<file path="config.mk">
export PLATFORM = sky130hd
export DESIGN_NAME = multi_srambank
export DESIGN_NICKNAME = d
export VERILOG_FILES = /design/src/rtl/multi_srambank.sv
export SDC_FILE = /design/constraint.sdc
export NUM_CORES = 1
export LEC_CHECK = 0
export CORE_ASPECT_RATIO = 0.5
export CORE_MARGIN = 2
export CORE_UTILIZATION = 50
export DETAILED_ROUTE_END_ITERATION = 10
export GPL_TIMING_DRIVEN = 1
export PLACE_DENSITY = 0.71
export RECOVER_POWER = 100
export SLEW_MARGIN = 10
export SYNTH_ARGS = -nofsm -noshare
export SYNTH_HDL_FRONTEND = slang
export SYNTH_SLANG_ARGS = --single-unit
</file>
<file path="constraint.sdc">
create_clock -name i_clk -period 2.32 [get_ports i_clk]
set_clock_uncertainty 0.2 [all_clocks]
set_input_delay 0.464 -clock i_clk [delete_from_list [all_inputs] [get_ports i_clk]]
set_output_delay 0.464 -clock i_clk [all_outputs]
set_load 0.01 [all_outputs]
</file>
<file path="src/rtl/multi_srambank.sv">
// DEPTH x DATA 1R1W register-file bank with post-reset zero-fill and RD_LAT (1 or 2) read pipeline.
// Optional macro SRAMBANK_WR_BYPASS_EN enables write-to-read forwarding for same-address collisions.
module multi_srambank #(
  parameter int unsigned DATA   = 18,
  parameter int unsigned DEPTH  = 16,
  parameter int unsigned ADDR   = 4,
  parameter int unsigned RD_LAT = 1
) (
  input  logic            i_clk,
  input  logic            i_rst_n,
  input  logic            i_bank_sel,
  input  logic            i_write_en,
  input  logic [ADDR-1:0] i_write_addr,
  input  logic [DATA-1:0] i_write_data,
  input  logic            i_read_en,
  input  logic [ADDR-1:0] i_read_addr,
  output logic [DATA-1:0] o_data_out,
  output logic            o_data_valid,
  output logic            o_ready
);

  typedef enum logic {ST_INIT, ST_RUN} state_t;

  localparam logic [ADDR-1:0] LAST_IDX = ADDR'(DEPTH - 1);
  localparam logic [ADDR:0]   DEPTH_W  = (ADDR + 1)'(DEPTH);

  state_t          state_q, state_d;
  logic [ADDR-1:0] init_cnt_q, init_cnt_d;
  logic [DATA-1:0] mem [DEPTH];
  logic            wr_acc, rd_acc, rd_in_range;
  logic [DATA-1:0] rd_word;

  always_ff @(posedge i_clk or negedge i_rst_n) begin
    if (!i_rst_n) begin
      state_q    <= ST_INIT;
      init_cnt_q <= '0;
    end else begin
      state_q    <= state_d;
      init_cnt_q <= init_cnt_d;
    end
  end

  always_comb begin
    state_d    = state_q;
    init_cnt_d = init_cnt_q;
    o_ready    = (state_q == ST_RUN);
    if (state_q == ST_INIT) begin
      init_cnt_d = init_cnt_q + 1'b1;
      if (init_cnt_q == LAST_IDX) state_d = ST_RUN;
    end
  end

  always_comb begin
    rd_in_range = ({1'b0, i_read_addr} < DEPTH_W);
    wr_acc      = i_bank_sel & i_write_en & o_ready & ({1'b0, i_write_addr} < DEPTH_W);
    rd_acc      = i_bank_sel & i_read_en & o_ready;
    rd_word     = rd_in_range ? mem[i_read_addr] : '0;
`ifdef SRAMBANK_WR_BYPASS_EN
    if (wr_acc && (i_write_addr == i_read_addr)) rd_word = i_write_data;
`endif
  end

  // Array has no reset: the INIT sweep is what clears it.
  always_ff @(posedge i_clk) begin
    if (state_q == ST_INIT) begin
      mem[init_cnt_q] <= '0;
    end else if (wr_acc) begin
      mem[i_write_addr] <= i_write_data;
    end
  end

  if (RD_LAT == 2) begin : g_lat2
    logic            s1_valid;
    logic [DATA-1:0] s1_data, s1_fwd;
`ifdef SRAMBANK_WR_BYPASS_EN
    logic [ADDR-1:0] s1_addr;
`endif

    always_comb begin
      s1_fwd = s1_data;
`ifdef SRAMBANK_WR_BYPASS_EN
      if (wr_acc && (i_write_addr == s1_addr)) s1_fwd = i_write_data;
`endif
    end

    always_ff @(posedge i_clk or negedge i_rst_n) begin
      if (!i_rst_n) begin
        s1_valid     <= 1'b0;
        s1_data      <= '0;
`ifdef SRAMBANK_WR_BYPASS_EN
        s1_addr      <= '0;
`endif
        o_data_out   <= '0;
        o_data_valid <= 1'b0;
      end else begin
        s1_valid <= rd_acc;
        if (rd_acc) begin
          s1_data <= rd_word;
`ifdef SRAMBANK_WR_BYPASS_EN
          s1_addr <= i_read_addr;
`endif
        end
        o_data_valid <= s1_valid;
        if (s1_valid) o_data_out <= s1_fwd;
      end
    end
  end else begin : g_lat1
    always_ff @(posedge i_clk or negedge i_rst_n) begin
      if (!i_rst_n) begin
        o_data_out   <= '0;
        o_data_valid <= 1'b0;
      end else begin
        o_data_valid <= rd_acc;
        if (rd_acc) o_data_out <= rd_word;
      end
    end
  end

endmodule

</file>
==> impl_metrics.py, run 1 <==
metrics = {
    "yosys": {
        "synth_fa_ha_area_share_pct": 0.103,
        "ys.flop_type": "edfxtp_1",
        "synth_edf_count": 288,
        "syn-num-nets": 625,
        "synth-simple-area-share_pct": 2.87,
        "syn_inst": 593,
        "seq_area_frac_synth_pct": 75.8,
        "synthMuxAreaShare_pct": 15.3,
        "synth_async_sr_flop_share_pct": 7.69,
        "netlist_area_um2": 12200,
        "synthXorXnorAreaFrac_pct": 0.215,
        "ys_seq_elements": 312,
        "synthDistinctLibCells": 36,
        "synth_top_family_by_area": "multiplexers",
        "yosysWarnings": 0,
        "synth_compound_area_share_pct": 3.63,
        "avgSynthCellArea_um2": 20.6,
    },
    "floorplan": {
        "io_pins": 51,
        "die_h_um": 114,
        "fp-row-count": 40,
        "core-area_um2": 24000,
        "die_w_um": 225,
        "dieArea_um2": 25700,
        "initial_core_util_pct": 50.9,
    },
    "grt": {
        "grt_pass1_vias": 6271,
        "grt_max_degree": 38,
        "grt-ovfl-total": 0,
        "grt_pass1_wl_mm": 40.1,
        "grt_usage_pct": 21.5,
        "antenna_found_initial": 0,
    },
    "clock_tree": {
        "cts_tree": "done",
        "ctsRootBufferMaster": "clkbuf_16",
        "h-tree-depth": 1,
        "ctsResizeCount": 0,
        "clockBufferDepth": 3,
        "clk_pin_slew_ns": 0.06,
        "worstSkewPairLatency_ns": 0.53,
        "holdBufCountCts": 0,
        "cts.sinks": 312,
        "cts_buffers": 27,
        "cts_setup_buffers": 0,
    },
    "place": {
        "io_buffers": 50,
        "routabilityCongestion": 0.825,
        "pre_cts_ws_ns": -0.320,
        "dpl.hpwl_mm": 17.4,
        "placed_cell_area_um2": 13600,
    },
    "routing": {
        "firstDrtPassIters": 6,
        "drtIter0Drc": 547,
        "drtAntennaViolNets": 0,
        "wl_mm": 26.7,
        "vias": 6154,
        "wire_per_inst_um": 25.7,
        "drc": 0,
        "vias_per_cell": 5.94,
    },
    "sta": {
        "min_period_ns": 2.25,
        "grt_setup_unrepaired": "false",
        "drv_slew": 0,
        "fin_crit_sh_pct": 97.0,
        "hold_viol": 0,
        "slew_headroom_pct": 21.4,
        "timing.fmax_mhz": 444,
        "setup_violations": 0,
        "worst_pin_slew_ns": 1.18,
        "finalWorstSetupSlack_ns": 0.0688,
    },
    "setup_path": {
        "reg2regPathDepth": 6,
        "endpoint": "o_ready",
        "cp_slowest_cell": "clkdlybuf4s50_1",
        "critPathLaunchType": "flop",
        "path_cells": "clkdlybuf4s50_1",
        "worstPathRequired_ns": 1.66,
        "cp.depth": 1,
        "path_buf_inv": 1,
        "arrival_ns": 1.59,
        "r2r_end": "mem[2][2]",
        "r2r_slack_ns": 0.07,
        "critPathCaptureType": "output pin",
        "r2r_start": "o_ready",
        "slowest_delay_ns": 0.58,
        "critPathKind": "reg2out",
        "critPathTopFamily": "buffers and inverters",
        "crit_path_max_fanout": 7,
        "worstSetupStartpoint": "o_ready",
    },
    "power_and_ir_drop": {
        "leakage_nw": 5.53,
        "power_density_nw_per_um2": 796,
        "ir_drop_uv": 463,
    },
    "final_layout": {
        "final_util_pct": 60.0,
        "nets": 733,
        "drive_gt1_share_pct": 19.8,
        "insertedDiodeCount": 0,
        "area_delta_synth_final_pct": 17.9,
        "fin_area_um2": 14400,
    },
    "hold_path": {
        "holdCritStartpoint": "i_read_addr[0]",
        "min_path_type": "in2reg",
    },
    "run": {
        "max_cap_viol_count": 0,
    },
    "run_status": {
        "status": "finished clean",
    },
}
==> layer usage <==
layer	track usage, %	vias to the layer above	share of wire (%)
li1	-	2679	-
met1	31.1	3235	44
met2	35.2	206	49
met3	3.23	34	5.8
met4	4.94	0	1.8
met5	0	-	0
==> cells by family after synthesis <==
| group | after synthesis |
|---|---|
| buf+inv | 35 |
| simple gates | 71 |
| xor+xnor | 3 |
| flops | 312 |
| fa+ha+maj | 1 |
| mux | 109 |
| compound gates | 62 |
==> power by group <==
group / switching, W / internal [W] / total (W)
clock network: 0.00191 / 0.00270 / 0.00461
registers: 0.0000256 / 0.00617 / 0.00620
logic: 0.000357 / 0.000284 / 0.000641
total: 0.00229 / 0.00915 / 0.0114
==> per-stage QoR <==
step | total power [W] | instances | TNS [ns] | hold slack, ns
after CTS | 0.0115 | 1036 | 0 | 0.130
after floorplan | 0.00664 | 593 | -33.00 | -0.0316
after detailed placement | 0.00699 | 987 | -118.43 | 0.300
after global routing | 0.0118 | 1036 | 0 | 0.180
after global placement | 0.00698 | 987 | -92.26 | 0.293
final | 0.0114 | 1036 | 0 | 0.171
==> placed cells by master (no fill, tap or decap), types with 7 or more instances in the layout <==
cell | Yosys | final
dfrtp_1 | 24 | 24
mux2i_1 | 54 | 54
clkbuf_2 | 0 | 7
a221oi_1 | 18 | 18
o21ai_1 | 13 | 13
clkdlybuf4s50_1 | 0 | 27
dlygate4sd3_1 | 0 | 20
edfxtp_1 | 288 | 288
nand2_1 | 19 | 19
nor2_1 | 18 | 7
buf_12 | 1 | 13
o211ai_1 | 18 | 18
buf_4 | 8 | 28
clkbuf_1 | 6 | 8
mux4_2 | 28 | 28
mux4_1 | 26 | 26
clkbuf_16 | 0 | 27
clkbuf_8 | 0 | 7
and2_1 | 19 | 17
nor2_2 | 0 | 11
==> layout make-up <==
class	count	area, um2
clock buffers	39	791
well taps	315	394
flip-flops and latches	312	9250
clock inverters	10	128
repair buffers	110	1080
fillers	1631	9590
inverters	4	15.0
multi-input cells	246	2730
==> cells in the mapped netlist, types with 2 or more instances <==
cell type / count / area [um2]
mux2i_1: 54 / 541
inv_1: 4 / 15.0
nand2_1: 19 / 71.3
edfxtp_1: 288 / 8650
nor3b_1: 2 / 15.0
mux4_2: 28 / 631
and3_1: 2 / 12.5
buf_6: 7 / 78.8
o21ai_0: 5 / 25.0
dfrtp_1: 24 / 601
mux4_1: 26 / 683
xnor2_1: 3 / 26.3
buf_2: 8 / 40.0
nor3_1: 3 / 15.0
clkbuf_1: 6 / 22.5
o211ai_1: 18 / 135
a31oi_1: 4 / 25.0
buf_4: 8 / 60.1
nor2_1: 18 / 67.6
and2_1: 19 / 119
a221oi_1: 18 / 158
nand3_1: 3 / 15.0
o21ai_1: 13 / 65.1
==> registers in the layout (all words and copies together), names as in the netlist <==
| name | count |
|---|---|
| mem | 288 |
| o_data_out | 18 |
| init_cnt_q | 4 |
| o_data_valid | 1 |
| o_ready | 1 |
==> worst min path at each step <==
stage,endpoint,slack [ns],depth (start not counted)
floorplan,init_cnt_q[0],-0.03,0
global placement,o_data_out[17],0.29,2
detailed placement,o_data_out[5],0.30,2
CTS,init_cnt_q[3],0.13,2
global route,o_data_out[5],0.18,3
finish,o_data_out[5],0.17,3
Power figures use the tool's default switching activity.
==> run 2, diff against run 1 <==
--- a/config.mk
+++ b/config.mk
@@ -5,12 +5,13 @@
 export SDC_FILE = /design/constraint.sdc
 export NUM_CORES = 1
 export LEC_CHECK = 0
+export ABC_CLOCK_PERIOD_IN_PS = 2700
 export CORE_ASPECT_RATIO = 0.5
 export CORE_MARGIN = 2
 export CORE_UTILIZATION = 50
 export DETAILED_ROUTE_END_ITERATION = 10
 export GPL_TIMING_DRIVEN = 1
-export PLACE_DENSITY = 0.71
+export PLACE_DENSITY = 0.69
 export RECOVER_POWER = 100
 export SLEW_MARGIN = 10
 export SYNTH_ARGS = -nofsm -noshare
==> constraint.sdc (replaced) <==
create_clock -name i_clk -period 2.7 [get_ports i_clk]
set_clock_uncertainty 0.2 [all_clocks]
set_input_delay 0.54 -clock i_clk [delete_from_list [all_inputs] [get_ports i_clk]]
set_output_delay 0.54 -clock i_clk [all_outputs]
set_load 0.01 [all_outputs]
==> run 2 against run 1 <==
The run now ends with max-capacitance violations, max-slew violations left. Critical endpoint unchanged. Highest routed layer unchanged. Core utilization shrank 0.79 points. Routed wire length shrank 0.72%. Hold slack gained 0.096 ns. Non-clock buffer count shrank 18. Critical path depth grew 1. Largest cell class unchanged.
==> impl_metrics.py, run 2 (synthesized netlist as in run 1, its figures left out) <==
metrics = {
    "hold_path": {
        "holdCritStartpoint": "i_read_addr[2]",
        "hold_depth": 4,
        "min_to": "o_data_out[6]",
        "min_path_type": "in2reg",
    },
    "final_layout": {
        "layout.cells.most_common": "edfxtp_1",
        "nets": 715,
        "layout_common_cells": "288 x edfxtp_1, 54 x mux2i_1, 28 x mux4_2",
        "largest_register_ffs": 288,
        "fin_area_um2": 14200,
        "multi_input_area_um2": 2720,
        "final_cells": 1019,
        "seq_area_um2": 9250,
        "regMostFlops": "mem",
        "drive_gt1_share_pct": 17.5,
        "insertedDiodeCount": 0,
        "area_delta_synth_final_pct": 16.4,
        "fillers": 1670,
        "largestRegisters": "mem: 288 flops, o_data_out: 18 flops, init_cnt_q: 4 flops",
    },
    "sta": {
        "worst_pin_slew_ns": 1.85,
        "finalWorstSetupSlack_ns": 0.273,
        "grt_setup_unrepaired": "false",
        "setup_violations": 0,
        "slew_headroom_pct": -23.2,
        "hold_viol": 0,
        "drv_slew": 25,
        "tns_ns": 0,
        "fin_crit_sh_pct": 89.9,
        "min_period_ns": 2.43,
        "timing.fmax_mhz": 412,
    },
    "routing": {
        "firstDrtPassIters": 5,
        "vias_per_cell": 5.99,
        "drtAntennaViolNets": 0,
        "drc": 0,
        "wire_per_inst_um": 26.0,
        "drtIter0Drc": 556,
        "vias": 6103,
        "wl_mm": 26.5,
    },
    "clock_tree": {
        "worstSkewPairLatency_ns": 0.53,
        "ctsRootBufferMaster": "clkbuf_16",
        "h-tree-depth": 1,
        "holdBufCountCts": 0,
        "cts_setup_buffers": 0,
        "clockBufferDepth": 3,
        "ctsResizeCount": 0,
        "cts_buffers": 27,
        "cts_tree": "done",
        "cts.sinks": 312,
        "clk_pin_slew_ns": 0.07,
    },
    "setup_path": {
        "critPathTopFamily": "buffers and inverters",
        "arrival_ns": 1.69,
        "critPathLaunchType": "flop",
        "r2r_end": "o_data_out[4]",
        "r2r_slack_ns": 0.42,
        "r2r_start": "o_ready",
        "crit_path_max_fanout": 12,
        "critPathCaptureType": "output pin",
        "path_buf_inv": 2,
        "critPathKind": "reg2out",
        "reg2regPathDepth": 5,
        "path_cells": "buf_4 -> dlygate4sd3_1",
        "worstPathRequired_ns": 1.96,
        "cp_slowest_cell": "dlygate4sd3_1",
        "slowest_delay_ns": 0.61,
    },
    "run_status": {
        "status": "finished, violations left",
        "violations": "max-capacitance violations, max-slew violations",
    },
    "floorplan": {
        "dieArea_um2": 25700,
        "initial_core_util_pct": 50.9,
        "io_pins": 51,
        "fp-row-count": 40,
        "die_h_um": 114,
        "core-area_um2": 24000,
        "die_w_um": 225,
    },
    "power_and_ir_drop": {
        "leakage_nw": 5.38,
        "power_density_nw_per_um2": 684,
        "p_total_w": 0.00971,
        "ir_drop_uv": 392,
    },
    "place": {
        "dp.cells": 969,
        "io_buffers": 50,
        "placed_cell_area_um2": 13400,
        "routabilityCongestion": 0.804,
        "dpl.hpwl_mm": 16.6,
        "pre_cts_ws_ns": -0.0641,
    },
    "grt": {
        "grt_max_degree": 47,
        "antenna_found_initial": 0,
        "grt_pass1_wl_mm": 39.7,
        "grt_usage_pct": 21.3,
        "grt_pass1_vias": 6228,
        "grt-ovfl-total": 0,
    },
    "run": {
        "max_cap_viol_count": 1,
    },
}
## run 2: metrics by stage
step,utilization (%),hold WS [ns]
final,59.2,0.267
after global routing,59.2,0.330
after CTS,59.7,0.208
after detailed placement,55.9,0.299
after global placement,55.9,0.294
after floorplan,-,0.0444
## run 2: layer usage
| metal | wire length [um] | vias to the layer above | GRT usage [%] |
|---|---|---|---|
| met1 | 12000 | 3245 | 31.4 |
| li1 | - | 2643 | - |
| met3 | 1340 | 36 | 2.44 |
| met5 | 0 | - | 0 |
| met4 | 548 | 0 | 5.47 |
| met2 | 12600 | 179 | 34.7 |
## run 2: worst max-delay path by stage
stage	from	endpoint	slack (ns)	cells after the start
6_report	o_ready	o_ready	0.27	2
5_1_grt	i_bank_sel	mem[10][12]	0.16	4
4_1_cts	o_ready	o_ready	0.35	2
3_5_place_dp	i_bank_sel	mem[12][5]	-0.06	4
3_3_place_gp	i_bank_sel	mem[6][5]	-0.01	6
2_1_floorplan	i_bank_sel	mem[6][0]	0.08	5
## run 2: worst min-delay path, cell delays in order
cell	delay [ns]
buf_4	0.13
mux4_1	0.14
o21ai_0	0.07
o211ai_1	0.07
## run 2: cell type report
class                   count  area share [%]
clock buffers              33            4.99
well taps                 315            2.78
inverters                   4           0.106
repair buffers             92            6.54
clock inverters            17            1.28
multi-input cells         246            19.2
flip-flops and latches    312            65.2
## run 2: report_power, final
| part | internal, W | switching, W |
|---|---|---|
| sequential | 0.00530 | 0.0000255 |
| combinational | 0.000220 | 0.000297 |
| clock | 0.00217 | 0.00169 |
| total | 0.00770 | 0.00201 |
==> run 3, diff against run 2 <==
--- a/config.mk
+++ b/config.mk
@@ -6,12 +6,15 @@
 export NUM_CORES = 1
 export LEC_CHECK = 0
 export ABC_CLOCK_PERIOD_IN_PS = 2700
+export CAP_MARGIN = 5
+export CELL_PAD_IN_SITES_DETAIL_PLACEMENT = 1
+export CELL_PAD_IN_SITES_GLOBAL_PLACEMENT = 2
 export CORE_ASPECT_RATIO = 0.5
 export CORE_MARGIN = 2
 export CORE_UTILIZATION = 50
 export DETAILED_ROUTE_END_ITERATION = 10
 export GPL_TIMING_DRIVEN = 1
-export PLACE_DENSITY = 0.69
+export PLACE_DENSITY = 0.84
 export RECOVER_POWER = 100
 export SLEW_MARGIN = 10
 export SYNTH_ARGS = -nofsm -noshare
==> run 3 against run 2 <==
The run still ends with max-capacitance violations, max-slew violations left. Maximum frequency is 3.1% lower. Routed wire length is 19% higher. Final area is 0.62% higher. Sequential power is essentially flat. Hold slack improved by 0.051 ns. Non-clock buffer count increased by 8. Register-to-register slack got worse by 0.15 ns. Critical path type is now in2reg. Highest routed layer unchanged.
==> impl_metrics.py, run 3 (synthesized netlist as in run 1, its figures left out) <==
metrics = {
    "run_status": {
        "status": "finished, violations left",
        "violations": "max-capacitance violations, max-slew violations",
    },
    "final_layout": {
        "fin_area_um2": 14300,
        "largestRegisters": "mem: 288 flops, o_data_out: 18 flops, init_cnt_q: 4 flops",
        "final_util_pct": 59.6,
        "largest_register_ffs": 288,
        "layout.cells.most_common": "edfxtp_1",
        "insertedDiodeCount": 0,
        "drive_gt1_share_pct": 16.9,
        "area_delta_synth_final_pct": 17.1,
        "nets": 724,
        "layout_common_cells": "288 x edfxtp_1, 54 x mux2i_1, 29 x clkbuf_16",
        "final_cells": 1029,
        "regMostFlops": "mem",
        "fillers": 2002,
    },
    "floorplan": {
        "core-area_um2": 24000,
        "die_h_um": 114,
        "die_w_um": 225,
        "initial_core_util_pct": 50.9,
        "io_pins": 51,
        "dieArea_um2": 25700,
        "fp-row-count": 40,
    },
    "routing": {
        "vias_per_cell": 6.07,
        "firstDrtPassIters": 5,
        "drc": 0,
        "vias": 6247,
        "wire_per_inst_um": 30.6,
        "drtAntennaViolNets": 0,
        "wl_mm": 31.5,
        "drtIter0Drc": 508,
    },
    "sta": {
        "worst_pin_slew_ns": 1.81,
        "grt_setup_unrepaired": "false",
        "fin_crit_sh_pct": 92.8,
        "setup_violations": 0,
        "min_period_ns": 2.51,
        "finalWorstSetupSlack_ns": 0.194,
        "tns_ns": 0,
        "slew_headroom_pct": -20.4,
        "hold_viol": 0,
        "timing.fmax_mhz": 399,
        "drv_slew": 25,
    },
    "clock_tree": {
        "clk_pin_slew_ns": 0.07,
        "cts.sinks": 312,
        "cts_setup_buffers": 0,
        "cts_tree": "done",
        "ctsResizeCount": 0,
        "cts_buffers": 28,
        "ctsRootBufferMaster": "clkbuf_16",
        "clockBufferDepth": 3,
        "worstSkewPairLatency_ns": 0.57,
        "holdBufCountCts": 0,
        "h-tree-depth": 1,
    },
    "grt": {
        "grt_pass1_wl_mm": 46.3,
        "grt_max_degree": 33,
        "grt_pass1_vias": 6710,
        "antenna_found_initial": 0,
        "grt_usage_pct": 25.7,
        "grt-ovfl-total": 0,
    },
    "setup_path": {
        "crit_path_max_fanout": 18,
        "slowest_delay_ns": 0.57,
        "path_cells": "dlygate4sd3_1 -> clkbuf_1 -> nand3_1 -> and3_1 -> a31oi_1 -> clkbuf_1 -> nor2_2 -> buf_2",
        "critPathCaptureType": "flop",
        "worstSetupStartpoint": "i_bank_sel",
        "r2r_start": "o_ready",
        "critPathLaunchType": "primary input",
        "r2r_end": "mem[15][16]",
        "r2r_slack_ns": 0.27,
        "cp_slowest_cell": "buf_2",
        "arrival_ns": 2.49,
        "reg2regPathDepth": 6,
        "critPathKind": "in2reg",
        "cpMostUsedCell": "clkbuf_1",
        "worstPathRequired_ns": 2.68,
    },
    "power_and_ir_drop": {
        "leakage_nw": 5.43,
        "power_density_nw_per_um2": 703,
        "ir_drop_uv": 523,
    },
    "place": {
        "routabilityCongestion": 0.805,
        "pre_cts_ws_ns": -0.0552,
        "dp.cells": 977,
        "io_buffers": 50,
        "placed_cell_area_um2": 13500,
        "dpl.hpwl_mm": 19.9,
    },
    "hold_path": {
        "hold_depth": 2,
        "min_path_type": "reg2reg",
        "min_to": "o_data_out[17]",
        "holdCritStartpoint": "o_data_out[17]",
    },
    "run": {
        "max_cap_viol_count": 1,
    },
}
[run 3: cell types whose count changed in the layout (fill, tap and decap cells not counted), moves of 3 or more]
cell	before	now
and2_0	8	17
and2_1	11	2
clkbuf_1	11	18
nor2_2	9	5
clkinv_2	7	4
nor2_1	9	13
clkbuf_2	10	14
[run 3: report_power, final]
group          switching [W]  leakage (nW)  internal, W  total [W]
Combinational       0.000314          1.55     0.000226   0.000540
Sequential         0.0000257          3.43      0.00530    0.00533
Clock                0.00179         0.452      0.00239    0.00418
[run 3: routing by layer]
layer / vias up / wire length, um / global-route usage (%)
met2: 210 / 15700 / 43.8
met1: 3313 / 13300 / 35.5
met4: 0 / 738 / 6.36
met3: 59 / 1730 / 4.05
met5: - / 0 / 0
li1: 2665 / - / -
[run 3: stage by stage]
step / power [W] / hold slack [ns]
after floorplan: 0.00570 / 0.0444
after global placement: 0.00597 / 0.299
after detailed placement: 0.00600 / 0.299
after CTS: 0.0101 / 0.200
after global routing: 0.0103 / 0.339
final: 0.0100 / 0.318
[run 3: worst max-delay path, delay by kind of cell]
family	cells	cell delay, ns
buf+inv	4	1.44
simple gates	3	0.45
compound gates	1	0.04
[run 3: layout make-up]
type	instances	area (um2)	area share, %
Sequential cell	312	9250	64.8
Multi-Input combinational cell	246	2710	19.0
Timing Repair Buffer	100	963	6.74
Clock buffer	38	769	5.39
Tap cell	315	394	2.76
Clock inverter	14	183	1.28
Inverter	4	15.0	0.105
[run 3: worst max path at each step]
stage / cells past startpoint / end / slack, ns
final: 8 / mem[15][16] / 0.19
after floorplan: 5 / mem[6][0] / 0.08
after detailed placement: 7 / mem[9][11] / -0.06
after CTS: 1 / o_ready / 0.34
after global routing: 7 / mem[13][12] / 0.15
after global placement: 7 / mem[14][15] / 0.04
